**src/rtl/bf16_pkg.sv**
```systemverilog
// Shared bf16 field layout and arbiter limits.
package bf16_pkg;
  localparam int E        = 8;
  localparam int M        = 7;
  localparam int NREQ_MAX = 16;

  localparam logic [15:0] BF16_QNAN    = 16'h7FC0;
  localparam logic [7:0]  EXP_INF      = 8'hFF;
  localparam logic [7:0]  EXP_MAX_FIN  = 8'hFE;

  typedef struct packed {
    logic         s;
    logic [E-1:0] e;
    logic [M-1:0] m;
  } bf16_t;
endpackage

```
**src/rtl/bf16_add.sv**
```systemverilog
// Combinational bf16 adder, round toward zero; subnormals handled, NaN inputs not expected.
module bf16_add
  import bf16_pkg::*;
(
  input  bf16_t a_i,
  input  bf16_t b_i,
  output bf16_t y_o
);

  logic        a_big;
  logic        sub;
  bf16_t       bg;
  bf16_t       sm;
  logic [7:0]  eb;
  logic [7:0]  es;
  logic [7:0]  d;
  logic [10:0] bg_x;
  logic [10:0] sm_x;
  logic [10:0] sh;
  logic [10:0] lost;
  logic [11:0] sum;
  logic [11:0] nrm;
  logic [3:0]  lead;
  logic [3:0]  lz;
  logic [8:0]  ex;

  always_comb begin
    a_big = {a_i.e, a_i.m} >= {b_i.e, b_i.m};
    bg    = a_big ? a_i : b_i;
    sm    = a_big ? b_i : a_i;
    sub   = a_i.s ^ b_i.s;
    eb    = (bg.e == '0) ? 8'd1 : bg.e;
    es    = (sm.e == '0) ? 8'd1 : sm.e;
    d     = eb - es;
    bg_x  = {(bg.e != '0), bg.m, 3'b000};
    sm_x  = {(sm.e != '0), sm.m, 3'b000};
    sh    = sm_x >> d;
    lost  = sm_x & ~(11'h7FF << d);
    // Subtracting the sticky bit keeps sum equal to the floor of the exact magnitude.
    if (sub) sum = {1'b0, bg_x} - {1'b0, sh} - {11'b0, (lost != '0)};
    else     sum = {1'b0, bg_x} + {1'b0, sh};

    lead = '0;
    for (int p = 0; p < 11; p++) begin
      if (sum[p]) lead = 4'(p);
    end
    lz = 4'd10 - lead;

    ex  = '0;
    nrm = '0;
    if (sum[11]) begin
      ex  = {1'b0, eb} + 9'd1;
      nrm = sum >> 1;
    end else if ({1'b0, eb} > {5'b0, lz}) begin
      ex  = {1'b0, eb} - {5'b0, lz};
      nrm = sum << lz;
    end else begin
      ex  = '0;
      nrm = sum << (eb - 8'd1);
    end

    y_o = '0;
    if (a_i.e == EXP_INF || b_i.e == EXP_INF) begin
      if (a_i.e == EXP_INF && b_i.e == EXP_INF && sub) y_o = BF16_QNAN;
      else if (a_i.e == EXP_INF)                      y_o = a_i;
      else                                            y_o = b_i;
    end else if (sum == '0) begin
      y_o.s = sub ? 1'b0 : bg.s;
    end else if (ex >= 9'd255) begin
      y_o = {bg.s, EXP_MAX_FIN, 7'h7F};
    end else begin
      y_o = {bg.s, ex[7:0], nrm[9:3]};
    end
  end

endmodule

```
**src/rtl/rr_arb.sv**
```systemverilog
// Combinational round-robin grant; search starts at ptr and wraps.
module rr_arb #(
  parameter int N   = 4,
  parameter int IDW = $clog2(N)
) (
  input  logic [N-1:0]   req,
  input  logic [IDW-1:0] ptr,
  input  logic           en,
  output logic [N-1:0]   gnt,
  output logic [IDW-1:0] gnt_id
);

  logic found;
  int   idx;

  always_comb begin
    gnt    = '0;
    gnt_id = '0;
    found  = 1'b0;
    idx    = 0;
    for (int k = 0; k < N; k++) begin
      idx = int'(ptr) + k;
      if (idx >= N) idx = idx - N;
      if (en && !found && req[idx]) begin
        gnt[idx] = 1'b1;
        gnt_id   = IDW'(idx);
        found    = 1'b1;
      end
    end
  end

endmodule

```
**src/rtl/bf16_add_arb.sv**
```systemverilog
// Round-robin share of one bf16_add across NREQ requesters; 2-cycle latency, 1 op/cycle.
// A stalled response holds both stages and blocks every requester.
module bf16_add_arb
  import bf16_pkg::*;
#(
  parameter int NREQ = 4
) (
  input  logic              clk,
  input  logic              rst,
  input  logic [NREQ-1:0]   req_valid_i,
  output logic [NREQ-1:0]   req_ready_o,
  input  logic [NREQ*16-1:0] req_a_i,
  input  logic [NREQ*16-1:0] req_b_i,
  output logic [NREQ-1:0]   rsp_valid_o,
  input  logic [NREQ-1:0]   rsp_ready_i,
  output logic [15:0]       rsp_data_o,
  output logic              busy_o
);

  localparam int IDW = $clog2(NREQ);

  logic           s1_v_q, s1_v_d;
  logic [IDW-1:0] s1_id_q, s1_id_d;
  bf16_t          s1_a_q, s1_a_d;
  bf16_t          s1_b_q, s1_b_d;
  logic           s2_v_q, s2_v_d;
  logic [IDW-1:0] s2_id_q, s2_id_d;
  bf16_t          s2_r_q, s2_r_d;
  logic [IDW-1:0] ptr_q, ptr_d;

  logic            adv1, adv2;
  logic [NREQ-1:0] gnt;
  logic [IDW-1:0]  gnt_id;
  bf16_t           a_sel, b_sel;
  bf16_t           add_y;

  assign adv2 = ~s2_v_q | rsp_ready_i[s2_id_q];
  assign adv1 = ~s1_v_q | adv2;

  // Gating with rst keeps req_ready_o low while reset is held.
  rr_arb #(.N(NREQ), .IDW(IDW)) u_arb (
    .req    (req_valid_i),
    .ptr    (ptr_q),
    .en     (adv1 & ~rst),
    .gnt    (gnt),
    .gnt_id (gnt_id)
  );

  bf16_add u_add (
    .a_i (s1_a_q),
    .b_i (s1_b_q),
    .y_o (add_y)
  );

  always_comb begin
    a_sel = '0;
    b_sel = '0;
    for (int i = 0; i < NREQ; i++) begin
      if (gnt[i]) begin
        a_sel = req_a_i[16*i +: 16];
        b_sel = req_b_i[16*i +: 16];
      end
    end
  end

  always_comb begin
    s1_v_d  = s1_v_q;
    s1_id_d = s1_id_q;
    s1_a_d  = s1_a_q;
    s1_b_d  = s1_b_q;
    s2_v_d  = s2_v_q;
    s2_id_d = s2_id_q;
    s2_r_d  = s2_r_q;
    ptr_d   = ptr_q;
    if (adv2) begin
      s2_v_d  = s1_v_q;
      s2_id_d = s1_id_q;
      s2_r_d  = add_y;
    end
    if (adv1) begin
      s1_v_d  = |gnt;
      s1_id_d = gnt_id;
      s1_a_d  = a_sel;
      s1_b_d  = b_sel;
    end
    if (|gnt) ptr_d = (gnt_id == IDW'(NREQ - 1)) ? '0 : gnt_id + 1'b1;
  end

  always_ff @(posedge clk or posedge rst) begin
    if (rst) begin
      s1_v_q  <= 1'b0;
      s1_id_q <= '0;
      s1_a_q  <= '0;
      s1_b_q  <= '0;
      s2_v_q  <= 1'b0;
      s2_id_q <= '0;
      s2_r_q  <= '0;
      ptr_q   <= '0;
    end else begin
      s1_v_q  <= s1_v_d;
      s1_id_q <= s1_id_d;
      s1_a_q  <= s1_a_d;
      s1_b_q  <= s1_b_d;
      s2_v_q  <= s2_v_d;
      s2_id_q <= s2_id_d;
      s2_r_q  <= s2_r_d;
      ptr_q   <= ptr_d;
    end
  end

  assign req_ready_o = gnt;
  assign rsp_valid_o = s2_v_q ? (NREQ'(1) << s2_id_q) : '0;
  assign rsp_data_o  = s2_r_q;
  assign busy_o      = s1_v_q | s2_v_q;

endmodule

```
**config.mk**
```make
export PLATFORM = sky130hd
export DESIGN_NAME = bf16_add_arb
export DESIGN_NICKNAME = d
export VERILOG_FILES = /design/src/rtl/bf16_pkg.sv /design/src/rtl/bf16_add.sv /design/src/rtl/rr_arb.sv /design/src/rtl/bf16_add_arb.sv
export SDC_FILE = /design/constraint.sdc
export NUM_CORES = 1
export LEC_CHECK = 0
export CORE_UTILIZATION = 54
export DETAILED_ROUTE_END_ITERATION = 10
export GPL_TIMING_DRIVEN = 0
export PLACE_DENSITY = 0.83
export SLEW_MARGIN = 0
export SYNTH_ARGS = -nofsm -noshare
export SYNTH_HDL_FRONTEND = slang
export SYNTH_SLANG_ARGS = --single-unit
```
**constraint.sdc**
```tcl
create_clock -name clk -period 11.15 [get_ports clk]
set_input_delay 1.115 -clock clk [delete_from_list [all_inputs] [get_ports clk]]
set_output_delay 1.115 -clock clk [all_outputs]
set_load 0.02 [all_outputs]
```
# --- Word-level counts from Yosys, hierarchy flattened ---
# Cells that the tools add are included.
word_totals:
  word_cells: 164
  ff_bits: 56
  output_inout_bits: 25
  input_bits: 138
classes:
  n_addsub: 16
  n_lt_le_gt_ge: 16
  muxes: 73
  shifts: 5
  n_reduce_logical: 24
  eq_ne: 3
  bitwise_logic: 13
op_table:
  columns: ["cell", "n"]
  rows:
  - ["two-way mux 16 bit", 12]
  - ["greater-or-equal comparator 32 x 1 -> 1 bit, second input constant", 4]
  - ["< comparator 32 x 4 -> 1 bit, second input constant", 4]
  - ["two-way mux 32 bit", 4]
  - ["greater-or-equal comparator 32 x 4 -> 1 bit, second input constant", 3]
  - ["subtractor 32 x 4 -> 32 bit, second input constant", 3]
  - ["two-way mux 15 bit", 3]
  - ["two-way mux 4 bit", 8]
  - ["two-way mux 10 bit", 2]
  - ["two-way mux 1 bit", 19]
  - ["two-way mux 9 bit", 2]
  - ["== test 8 bit, second input constant", 2]
  - ["logical NOT 8 bit", 2]
  - ["two-way mux 8 bit", 2]
  - ["nonzero test 8 bit", 2]
  - ["greater-or-equal comparator 15 bit", 1]
  - ["two-way mux 2 bit", 7]
  - ["logical AND 1 bit", 13]
  - ["adder 11 x 11 -> 12 bit", 1]
  - ["logical NOT 12 bit", 1]
  - ["two-way mux 12 bit", 1]
  - ["two-way mux 3 bit", 4]
  - ["OR 4 bit", 3]
  - ["<< shifter 12 x 4 -> 10 bit", 1]
  - ["other kinds (32)", 46]

# --- Logic depth before layout (Yosys ltp) ---
# Gate-level depths: netlist of the first run.
depth:
  ltp_word: 29
  depth_mapped: 52
  ltp_nobuf: 46

# --- Hierarchy ---
# From an unflattened synthesis of the first run, not the netlist that was laid out.
hier_totals:
  cells_unflattened: 1031
  hier_area_um2: 7955.1
by_module_without_submodules:
  columns: ["module", "seq_area_each_um2", "instances", "area_per_inst_um2", "cells_per_inst"]
  rows:
  - ["bf16_add", 0.0, 1, 4640.7, 704]
  - ["bf16_add_arb", 1401.3, 1, 2781.4, 258]
  - ["rr_arb", 0.0, 1, 533.0, 69]

# --- Least setup slack after synthesis of the first run ---
# No wires, ideal clock.
synth_path:
  kind: "reg-to-reg"
  startpoint: "reg s1_b_q[10] (netlist bit)"
  endpoint: "reg s2_r_q (netlist bit rsp_data_o[5])"
  slack_ps: 877
  path_stages_with_launch: 47
  t_required_ps: 11019
  n_path_buf: 6
  arrival_time_ps: 10142
  setup_time_ps: 131
  synth_period_minus_slack_ps: 10273
  path_cell_list: "dfrtp_1 > clkbuf_1 > inv_1 > ha_1 > a21oi_2 > o21ai_2 > a211o_2 > nor2_1 > buf_4 > clkbuf_1 > buf_1 > nor2_1 > a21oi_1 > ha_1 > clkbuf_1 > nor2b_1 > a221oi_1 > a211oi_1 > [... 11 more ...] > o21bai_1 > a21oi_1 > or2b_1 > o21ai_0 > ha_1 > xnor2_1 > ha_1 > inv_1 > o41a_1 > and4_1 > o211a_2 > mux2i_2 > clkbuf_1 > nor2_1 > a21oi_1 > o221ai_1 > a311oi_1 > o22ai_1"
synth_via:
  elab_chain_len: 29
  word_cells_on_any_way: 50
  cone_classes: "add/sub: 8; order compare: 3; eq/ne: 1; shift: 4; mux: 23; bitwise: 2; reduce/logical: 9"
synth_lines:
  columns: ["element", "line_no", "text"]
  rows:
  - ["start, declared", "bf16_add_arb.sv:25", "bf16_t s1_b_q, s1_b_d;"]
  - ["start signal, assigned", "bf16_add_arb.sv:94", "s1_b_q <= '0;"]
  - ["start signal, assigned", "bf16_add_arb.sv:103", "s1_b_q <= s1_b_d;"]
  - ["branches (longest 28 deep; another with greater-or-equal comparator 15 bit)", null, null]
  - ["two-way mux 16 bit *", "bf16_add.sv:63", "if (a_i.e == EXP_INF || b_i.e == EXP_INF) begin"]
  - ["end signal, assigned", "bf16_add_arb.sv:106", "s2_r_q <= s2_r_d;"]
  - ["end, declared", "bf16_add_arb.sv:28", "bf16_t s2_r_q, s2_r_d;"]
# Mark *: on every way between the ends.
# A chain may end at the register's enable or synchronous reset.

# --- Final worst setup path of the first run ---
layout_path:
  startpoint: "reg s1_b_q[8] (netlist bit)"
  endpoint: "reg s2_r_q (netlist bit rsp_data_o[5])"
# The elaborated chain is that of the path after synthesis.

==> results.toml, run 1 <==
[timing]
fmax_ghz = 0.09399
fin_skew_ns = 0.004452
report.final.setup_viol = 0
maxSlewViolCount = 0
slew-limit-headroom = 0.2620
fin_crit_ns = 10.64
hold_viol = 0
fin_ws_ns = 0.5102
worst_slew_pin_slew_ns = 1.093
fin_crit_sh = 0.9542

[worst_setup_path]
ff2ff_setup_slack_ns = 0.51
crit_type = "flop to flop"
worstPathRequired_ns = 11.32
crit_top_cell = "ha_1"
path_max_fanout = 10
critPathLaunchType = "flop"
critical_path.max_stage_delay_ns = 0.43
reg2reg_depth = 47
cp_slowest_cell = "o41a_1"
r2r_end = "rsp_data_o[5]"
cp-end-kind = "flop"
critPathArrivalTime_ns = 10.81
reg2reg_from = "s1_b_q[8]"

[logic_synthesis]
async_flop_share = 1.000
ys_types = 97
synth_edf_count = 0
synth_top_area_share = 0.1697
ys_ff_latch = 56
synthTopCellsByArea = "dfrtp_1 17%, ha_1 9.5%, o21ai_0 6.7%, a221o_1 4.4%, nor2_1 4.3%"
ys.warnings.count = 0
yosysTopAreaCell = "dfrtp_1"
yosysSeqAreaShare = 0.1697
synth_nets = 1286
synthFlopType = "dfrtp_1"
syn_area_um2 = 8255
syn_area_per_cell_um2 = 7.616
netlist_instances = 1084

[floorplanning]
placementRows = 44
fp.dieH_um = 125.6
dieArea_um2 = 15790
die_x_um = 125.6
design.core.area_um2 = 14700
top_level_ports = 163
initial_core_util = 0.5616

[routing]
routed_wl_mm = 29.15
drc_errors = 0
wl_per_cell_um = 20.25
vias = 9613
drtIter0Drc = 788
first_pass_iters = 6
ant_nets = 0
viasPerCell = 6.680

[finish]
fin_area_um2 = 10510
final_util = 0.7148
diodes = 0
drive_gt1_frac = 0.08845
nNetsFinal = 1457
syn2layout_area_growth_pct = 27.28

[grt]
antenna_found_initial = 0
grt_pass1_vias = 9210
grt_use_total = 0.3665
grt_pass1_wl_mm = 46.58
grt_max_degree = 37
grt_overflow = 0

[run]
drv_cap = 0

[placement]
hpwlAfterDp_mm = 23.64
port_buffers = 162
place_ws_ns = -1.711
gp_congestion = 0.9821
dpl-instance-area_um2 = 10130

[worst_hold_path]
holdPathStages = 2
hold_end = "s2_id_q[1]"
hold_path.class = "flop to flop"
worstHoldStart = "s1_id_q[1]"

[clock_network]
ctsRootBufferMaster = "clkbuf_16"
cts_tree = "done"
cts.htree.levels = 2
clockBufferDepth = 2
cts_buffers = 5
clkSlewWorstSetupHoldPaths_ns = 0.07
clock_latency_ns = 0.30
cts_sinks = 56

[run_status]
status = "finished clean"
-- how the worst max path moves through the flow --
stage               start            end  slack [ns]  cells past startpoint
5_1_grt         s1_b_q[5]  rsp_data_o[5]       -0.07                     45
3_3_place_gp   s1_b_q[10]  rsp_data_o[5]       -1.64                     44
4_1_cts         s1_b_q[8]  rsp_data_o[5]        0.07                     46
3_5_place_dp   s1_b_q[10]  rsp_data_o[5]       -1.71                     46
2_1_floorplan  s1_b_q[10]  rsp_data_o[5]        0.88                     46
6_report        s1_b_q[8]  rsp_data_o[5]        0.51                     47
-- critical path, delay by kind of cell, from the launching register on --
family	cells	cell delay (ns)
buffers and inverters	9	1.60
AOI/OAI and AO/OA	20	4.66
DFF	1	0.33
and+or+nand+nor	8	1.43
muxes	2	0.47
adders and majority gates	7	1.83
xor gates and xnor gates	1	0.19
-- metal layers --
| metal | GRT usage | vias to the layer above | wire length, um | share of wire |
|---|---|---|---|---|
| met5 | 0 | - | 0 | 0 |
| met4 | 0.1722 | 0 | 1302 | 0.045 |
| met3 | 0.04715 | 107 | 2195 | 0.075 |
| met2 | 0.6510 | 498 | 14260 | 0.49 |
| met1 | 0.4391 | 4526 | 11390 | 0.39 |
| li1 | - | 4482 | - | - |
-- kinds of logic (layout without fill, tap and decap cells) --
group / Yosys count / in the layout / share of synthesized area
AO/OA/AOI/OAI: 421 / 421 / 0.3604
flip-flops: 56 / 56 / 0.1697
XOR/XNOR: 31 / 31 / 0.03289
adder cells (fa/ha/maj): 65 / 65 / 0.09912
multiplexers: 39 / 39 / 0.06123
buffers and inverters: 129 / 300 / 0.06638
AND/OR/NAND/NOR: 343 / 343 / 0.2102
-- final cells by class --
class / count / area [um^2]
plain buffers: 61 / 306.5
flip-flops and latches: 56 / 1403
multi-input cells: 899 / 6452
repair buffers: 170 / 1694
well taps: 184 / 230.2
fillers: 1244 / 4192
clock buffers: 5 / 125.1
clock inverters: 2 / 60.06
inverters: 62 / 236.5
-- flip-flops by register name, summed over array words and instances (netlist names), named ones only --
name        count
rsp_data_o     16
s1_id_q         2
s1_b_q         16
s1_a_q         16
s2_id_q         2
ptr_q           1
s1_v_q          1
s2_v_q          1
-- cells in the mapped netlist, drive strengths merged, types with 7 or more instances --
cell    instances
a211o          10
a211oi          9
a21o           13
a21oi          65
a221o          36
a221oi         12
a22oi          32
a31oi          22
and2           12
and3            8
buf            19
clkbuf         47
dfrtp          56
ha             63
inv            61
mux2i          28
mux4            8
nand2          80
nand2b         10
nand3          22
nand3b          7
nand4          16
nor2           96
nor2b          10
nor3           30
nor3b           7
nor4           10
o211ai         10
o21a            8
o21ai         115
o21bai          7
o221ai          7
o22ai          13
o31ai          12
or2            12
xnor2          23
xor2            8
-- cells in the final DEF, fill, tap and decap left out, types with 13 or more instances in the layout --
| master | synthesis | layout |
|---|---|---|
| o22ai_1 | 13 | 13 |
| nand3_1 | 22 | 22 |
| a22oi_1 | 32 | 32 |
| nand2_1 | 78 | 78 |
| xnor2_1 | 23 | 21 |
| a31oi_1 | 21 | 21 |
| a221o_1 | 36 | 36 |
| dfrtp_1 | 56 | 55 |
| a21oi_1 | 62 | 59 |
| mux2i_1 | 26 | 23 |
| a21o_1 | 13 | 13 |
| clkdlybuf4s50_1 | 0 | 162 |
| nor3_1 | 29 | 27 |
| inv_1 | 61 | 59 |
| nand4_1 | 16 | 16 |
| o21ai_0 | 110 | 108 |
| nor2_1 | 94 | 91 |
| clkbuf_1 | 47 | 37 |
| ha_1 | 63 | 60 |
-- per-stage QoR --
stage / hold WS, ns / instances / setup TNS [ns]
global route: 0.5066 / 1439 / -0.1300
CTS: 0.4755 / 1436 / 0
global placement: 0.4612 / 1430 / -18.91
finish: 0.4760 / 1439 / 0
detailed placement: 0.4676 / 1431 / -20.16
floorplan: 0.4402 / 1084 / 0
-- repair_timing --
action,4_1_cts,5_1_grt
hold buffers,0,0
setup endpoints to repair,15,15
pin swaps,1,4
gates resized for setup,23,27
buffers inserted,1,6
Power of run 1 is left out: the tool's default activity adds up to more than one toggle a clock period on the data nets, which glitch-free logic cannot reach.
==> inputs of run 2 (changes only) <==
--- a/config.mk
+++ b/config.mk
@@ -9,7 +9,7 @@
 export DETAILED_ROUTE_END_ITERATION = 10
 export GPL_TIMING_DRIVEN = 0
 export PLACE_DENSITY = 0.83
-export SLEW_MARGIN = 0
+export SLEW_MARGIN = 25
 export SYNTH_ARGS = -nofsm -noshare
 export SYNTH_HDL_FRONTEND = slang
 export SYNTH_SLANG_ARGS = --single-unit
==> run 2 against run 1 <==
- register-to-register slack improved by 0.05 ns
- first-iteration DRC count is 5.7% higher
- critical path depth down 6
- utilization is 0.24 points higher
- via count rose by 0.71%
- critical endpoint unchanged
==> results.toml, run 2 (synthesized netlist as in run 1, its figures left out) <==
[timing]
fin_crit_ns = 10.59
fin_crit_sh = 0.9502
hold_viol = 0
maxSlewViolCount = 0
report.final.setup_viol = 0
slew-limit-headroom = 0.3422
worst_slew_pin_slew_ns = 0.9764
fmax_ghz = 0.09439
fin_skew_ns = 0.003459
fin_setup_tns_ns = 0

[placement]
port_buffers = 162
hpwlAfterDp_mm = 23.65
gp_congestion = 0.9821

[worst_setup_path]
r2r_end = "rsp_data_o[5]"
cp_slowest_cell = "dfrtp_1"
reg2reg_from = "s1_b_q[4]"
worst-path-buf-inv = 7
critPathTopFamily = "compound AO/OA/AOI/OAI gates"
ff2ff_setup_slack_ns = 0.56
crit_type = "flop to flop"
critical_path.max_stage_delay_ns = 0.54
reg2reg_depth = 41
path_max_fanout = 10
worstPathRequired_ns = 11.31
cp-end-kind = "flop"
critPathLaunchType = "flop"
critPathArrivalTime_ns = 10.75
crit_top_cell = "ha_1"

[run]
drv_cap = 0

[floorplanning]
initial_core_util = 0.5616
placementRows = 44
die_x_um = 125.6
design.core.area_um2 = 14700
fp.dieH_um = 125.6
dieArea_um2 = 15790
top_level_ports = 163

[routing]
ant_nets = 0
first_pass_iters = 5
drc_errors = 0
wl_per_cell_um = 20.29
viasPerCell = 6.709
vias = 9681
drtIter0Drc = 833
routed_wl_mm = 29.28

[finish]
drive_gt1_frac = 0.09452
syn2layout_area_growth_pct = 27.71
final_cell_mix = "162 x clkdlybuf4s50_1, 108 x o21ai_0, 91 x nor2_1"
nNetsFinal = 1461
diodes = 0
mostFrequentLayoutCell = "clkdlybuf4s50_1"

[grt]
grt_pass1_vias = 9208
grt_use_total = 0.3650
grt_overflow = 0
antenna_found_initial = 0
grt_max_degree = 57
grt_pass1_wl_mm = 46.39

[worst_hold_path]
hold_path.class = "flop to flop"
worstHoldStart = "s1_v_q"
holdPathStages = 1
hold_end = "s2_v_q"

[clock_network]
clockBufferDepth = 2
ctsRootBufferMaster = "clkbuf_16"
clkSlewWorstSetupHoldPaths_ns = 0.07
cts_sinks = 56
cts_tree = "done"
clock_latency_ns = 0.30
cts_buffers = 5
hold_buffers = 0
cts.htree.levels = 2

[run_status]
status = "finished clean"
run 2: cell type report:
class                   count  area, um^2
clock inverters             2       60.06
well taps                 184       230.2
multi-input cells         899        6466
inverters                  62       242.7
repair buffers            173        1704
clock buffers               5       125.1
plain buffers              62       311.5
fillers                  1238        4156
flip-flops and latches     56        1403
run 2: worst max path at each step:
stage / from / to / slack, ns / depth (start not counted)
final: s1_b_q[4] / rsp_data_o[5] / 0.56 / 41
after detailed placement: s1_b_q[10] / rsp_data_o[5] / -1.73 / 46
after global placement: s1_b_q[10] / rsp_data_o[5] / -1.64 / 44
after floorplan: s1_b_q[10] / rsp_data_o[5] / 0.88 / 46
after CTS: s1_b_q[8] / rsp_data_o[5] / 0.004 / 46
after global routing: s1_b_q[8] / rsp_data_o[5] / -0.07 / 46
run 2: layer usage:
layer	vias to the layer above	track usage	share of wire
met3	95	0.03993	0.084
li1	4495	-	-
met5	-	0	0
met2	557	0.6464	0.49
met1	4534	0.4448	0.39
met4	0	0.1671	0.040
run 2: repair_timing:
item	4_1_cts	5_1_grt
setup buffers	1	10
gates resized for setup	24	33
pin swaps	1	4
endpoints found under the setup margin	15	15
run 2: per-stage QoR:
| stage | cells | utilization | cell area [um^2] | hold slack (ns) | worst slack (ns) |
|---|---|---|---|---|---|
| final | 1443 | 0.7172 | 10540 | 0.4772 | 0.5554 |
| after global routing | 1443 | 0.7172 | 10540 | 0.5122 | -0.06523 |
| after CTS | 1436 | 0.7060 | 10380 | 0.4752 | 0.003848 |
| after detailed placement | 1430 | 0.6878 | 10110 | 0.4611 | -1.733 |
| after global placement | 1430 | 0.6876 | 10110 | 0.4612 | -1.638 |
| after floorplan | 1084 | - | 8255 | 0.4402 | 0.8767 |
Power of run 2 is left out for the same reason.
==> inputs of run 3 (changes only) <==
--- a/config.mk
+++ b/config.mk
@@ -8,7 +8,9 @@
 export CORE_UTILIZATION = 54
 export DETAILED_ROUTE_END_ITERATION = 10
 export GPL_TIMING_DRIVEN = 0
+export HOLD_SLACK_MARGIN = 0.03
 export PLACE_DENSITY = 0.83
+export SKIP_CTS_REPAIR_TIMING = 1
 export SLEW_MARGIN = 25
 export SYNTH_ARGS = -nofsm -noshare
 export SYNTH_HDL_FRONTEND = slang
==> run 3 against run 2 <==
- wire length increased by 0.82%
- die area unchanged
- register-to-register slack got worse by 0.23 ns
- global-route usage decreased by 0.22 points
- count of clock-buffer cells in the layout unchanged
- maximum frequency decreased by 2.1%
- highest routed layer unchanged
- flip-flop and latch count unchanged
==> results.toml, run 3 (synthesized netlist as in run 1, its figures left out) <==
[grt]
grt_max_degree = 57
grt_pass1_vias = 9129
antenna_found_initial = 0
grt_overflow = 0
grt_use_total = 0.3628
grt_pass1_wl_mm = 46.13

[timing]
maxSlewViolCount = 0
fin_crit_ns = 10.82
hold_viol = 0
report.final.setup_viol = 0
worst_slew_pin_slew_ns = 0.9804
fin_skew_ns = 0.006130
slew-limit-headroom = 0.3395
fin_crit_sh = 0.9705
fmax_ghz = 0.09241

[clock_network]
cts_tree = "done"
cts.htree.levels = 2
cts_buffers = 5
clockBufferDepth = 2
ctsRootBufferMaster = "clkbuf_16"
cts_sinks = 56
clkSlewWorstSetupHoldPaths_ns = 0.07
clock_latency_ns = 0.30

[worst_setup_path]
path_max_fanout = 10
ff2ff_setup_slack_ns = 0.33
cp_num_cells = 44
crit_type = "flop to flop"
reg2reg_depth = 44
cp-end-kind = "flop"
worst-path-buf-inv = 9
critical_path.max_stage_delay_ns = 0.84
cp_slowest_cell = "nor4_1"
critPathArrivalTime_ns = 10.98
worstPathRequired_ns = 11.31
critPathTopFamily = "compound AO/OA/AOI/OAI gates"
critPathLaunchType = "flop"

[floorplanning]
design.core.area_um2 = 14700
fp.dieH_um = 125.6
dieArea_um2 = 15790
placementRows = 44
initial_core_util = 0.5616
top_level_ports = 163
die_x_um = 125.6

[finish]
diodes = 0
syn2layout_area_growth_pct = 29.15
final_cell_mix = "162 x clkdlybuf4s50_1, 108 x o21ai_0, 90 x nor2_1"
final_util = 0.7253
finalNonFillerCells = 1445
fill_cells = 1222
drive_gt1_frac = 0.1047
mostFrequentLayoutCell = "clkdlybuf4s50_1"
nNetsFinal = 1463

[placement]
port_buffers = 162
gp_congestion = 0.9821
hpwlAfterDp_mm = 23.65
dp_cells = 1430

[routing]
viasPerCell = 6.725
ant_nets = 0
routed_wl_mm = 29.52
wl_per_cell_um = 20.43
drtIter0Drc = 852
vias = 9718
first_pass_iters = 5
drc_errors = 0

[worst_hold_path]
holdPathStages = 1
hold_path.class = "flop to flop"

[run_status]
status = "finished clean"

[run]
drv_cap = 0
run 3: per-stage QoR:
| step | hold slack (ns) | worst slack (ns) | setup TNS (ns) | instance area (um^2) |
|---|---|---|---|---|
| 2_1_floorplan | 0.4402 | 0.8767 | 0 | 8255 |
| 3_3_place_gp | 0.4612 | -1.638 | -18.91 | 10110 |
| 3_5_place_dp | 0.4611 | -1.733 | -20.43 | 10110 |
| 4_1_cts | 0.4752 | -1.778 | -21.36 | 10290 |
| 5_1_grt | 0.5122 | -0.1456 | -0.1824 | 10660 |
| 6_report | 0.4759 | 0.3286 | 0 | 10660 |
run 3: worst register-to-register path: cells and delay by family, from the launching register on:
| kind | cells | cell delay, ns |
|---|---|---|
| AO/OA/AOI/OAI | 16 | 3.94 |
| XOR/XNOR | 2 | 0.32 |
| adder cells (fa/ha/maj) | 5 | 1.44 |
| buffers and inverters | 9 | 1.61 |
| flip-flops | 1 | 0.32 |
| multiplexers | 2 | 0.42 |
| AND/OR/NAND/NOR | 10 | 2.63 |
run 3: final timing paths:
kind / start / endpoint
setup / recovery: s1_b_q[8] / rsp_data_o[5]
hold / removal: s1_v_q / s2_v_q
setup reg to reg: s1_b_q[8] / rsp_data_o[5]
hold reg to reg: s1_v_q / s2_v_q
max in group asynchronous: rst / s1_b_q[10]
min in group asynchronous: rst / s2_id_q[1]
run 3: final cells by class:
cell class,count,area (um^2),area share
plain buffers,64,324.1,0.03040
clock inverters,2,60.06,0.005633
repair buffers,173,1704,0.1598
multi-input cells,899,6573,0.6165
flip-flops and latches,56,1403,0.1316
well taps,184,230.2,0.02159
clock buffers,5,125.1,0.01174
inverters,62,242.7,0.02277
run 3: per-layer routing:
layer	part of all wire	vias to the layer above	routed length [um]	global-route usage
met5	0	-	0	0
met4	0.044	0	1294	0.1679
met3	0.081	104	2389	0.03951
met2	0.48	549	14310	0.6405
met1	0.39	4566	11530	0.4432
li1	-	4499	-	-
Power of run 3 is left out for the same reason.
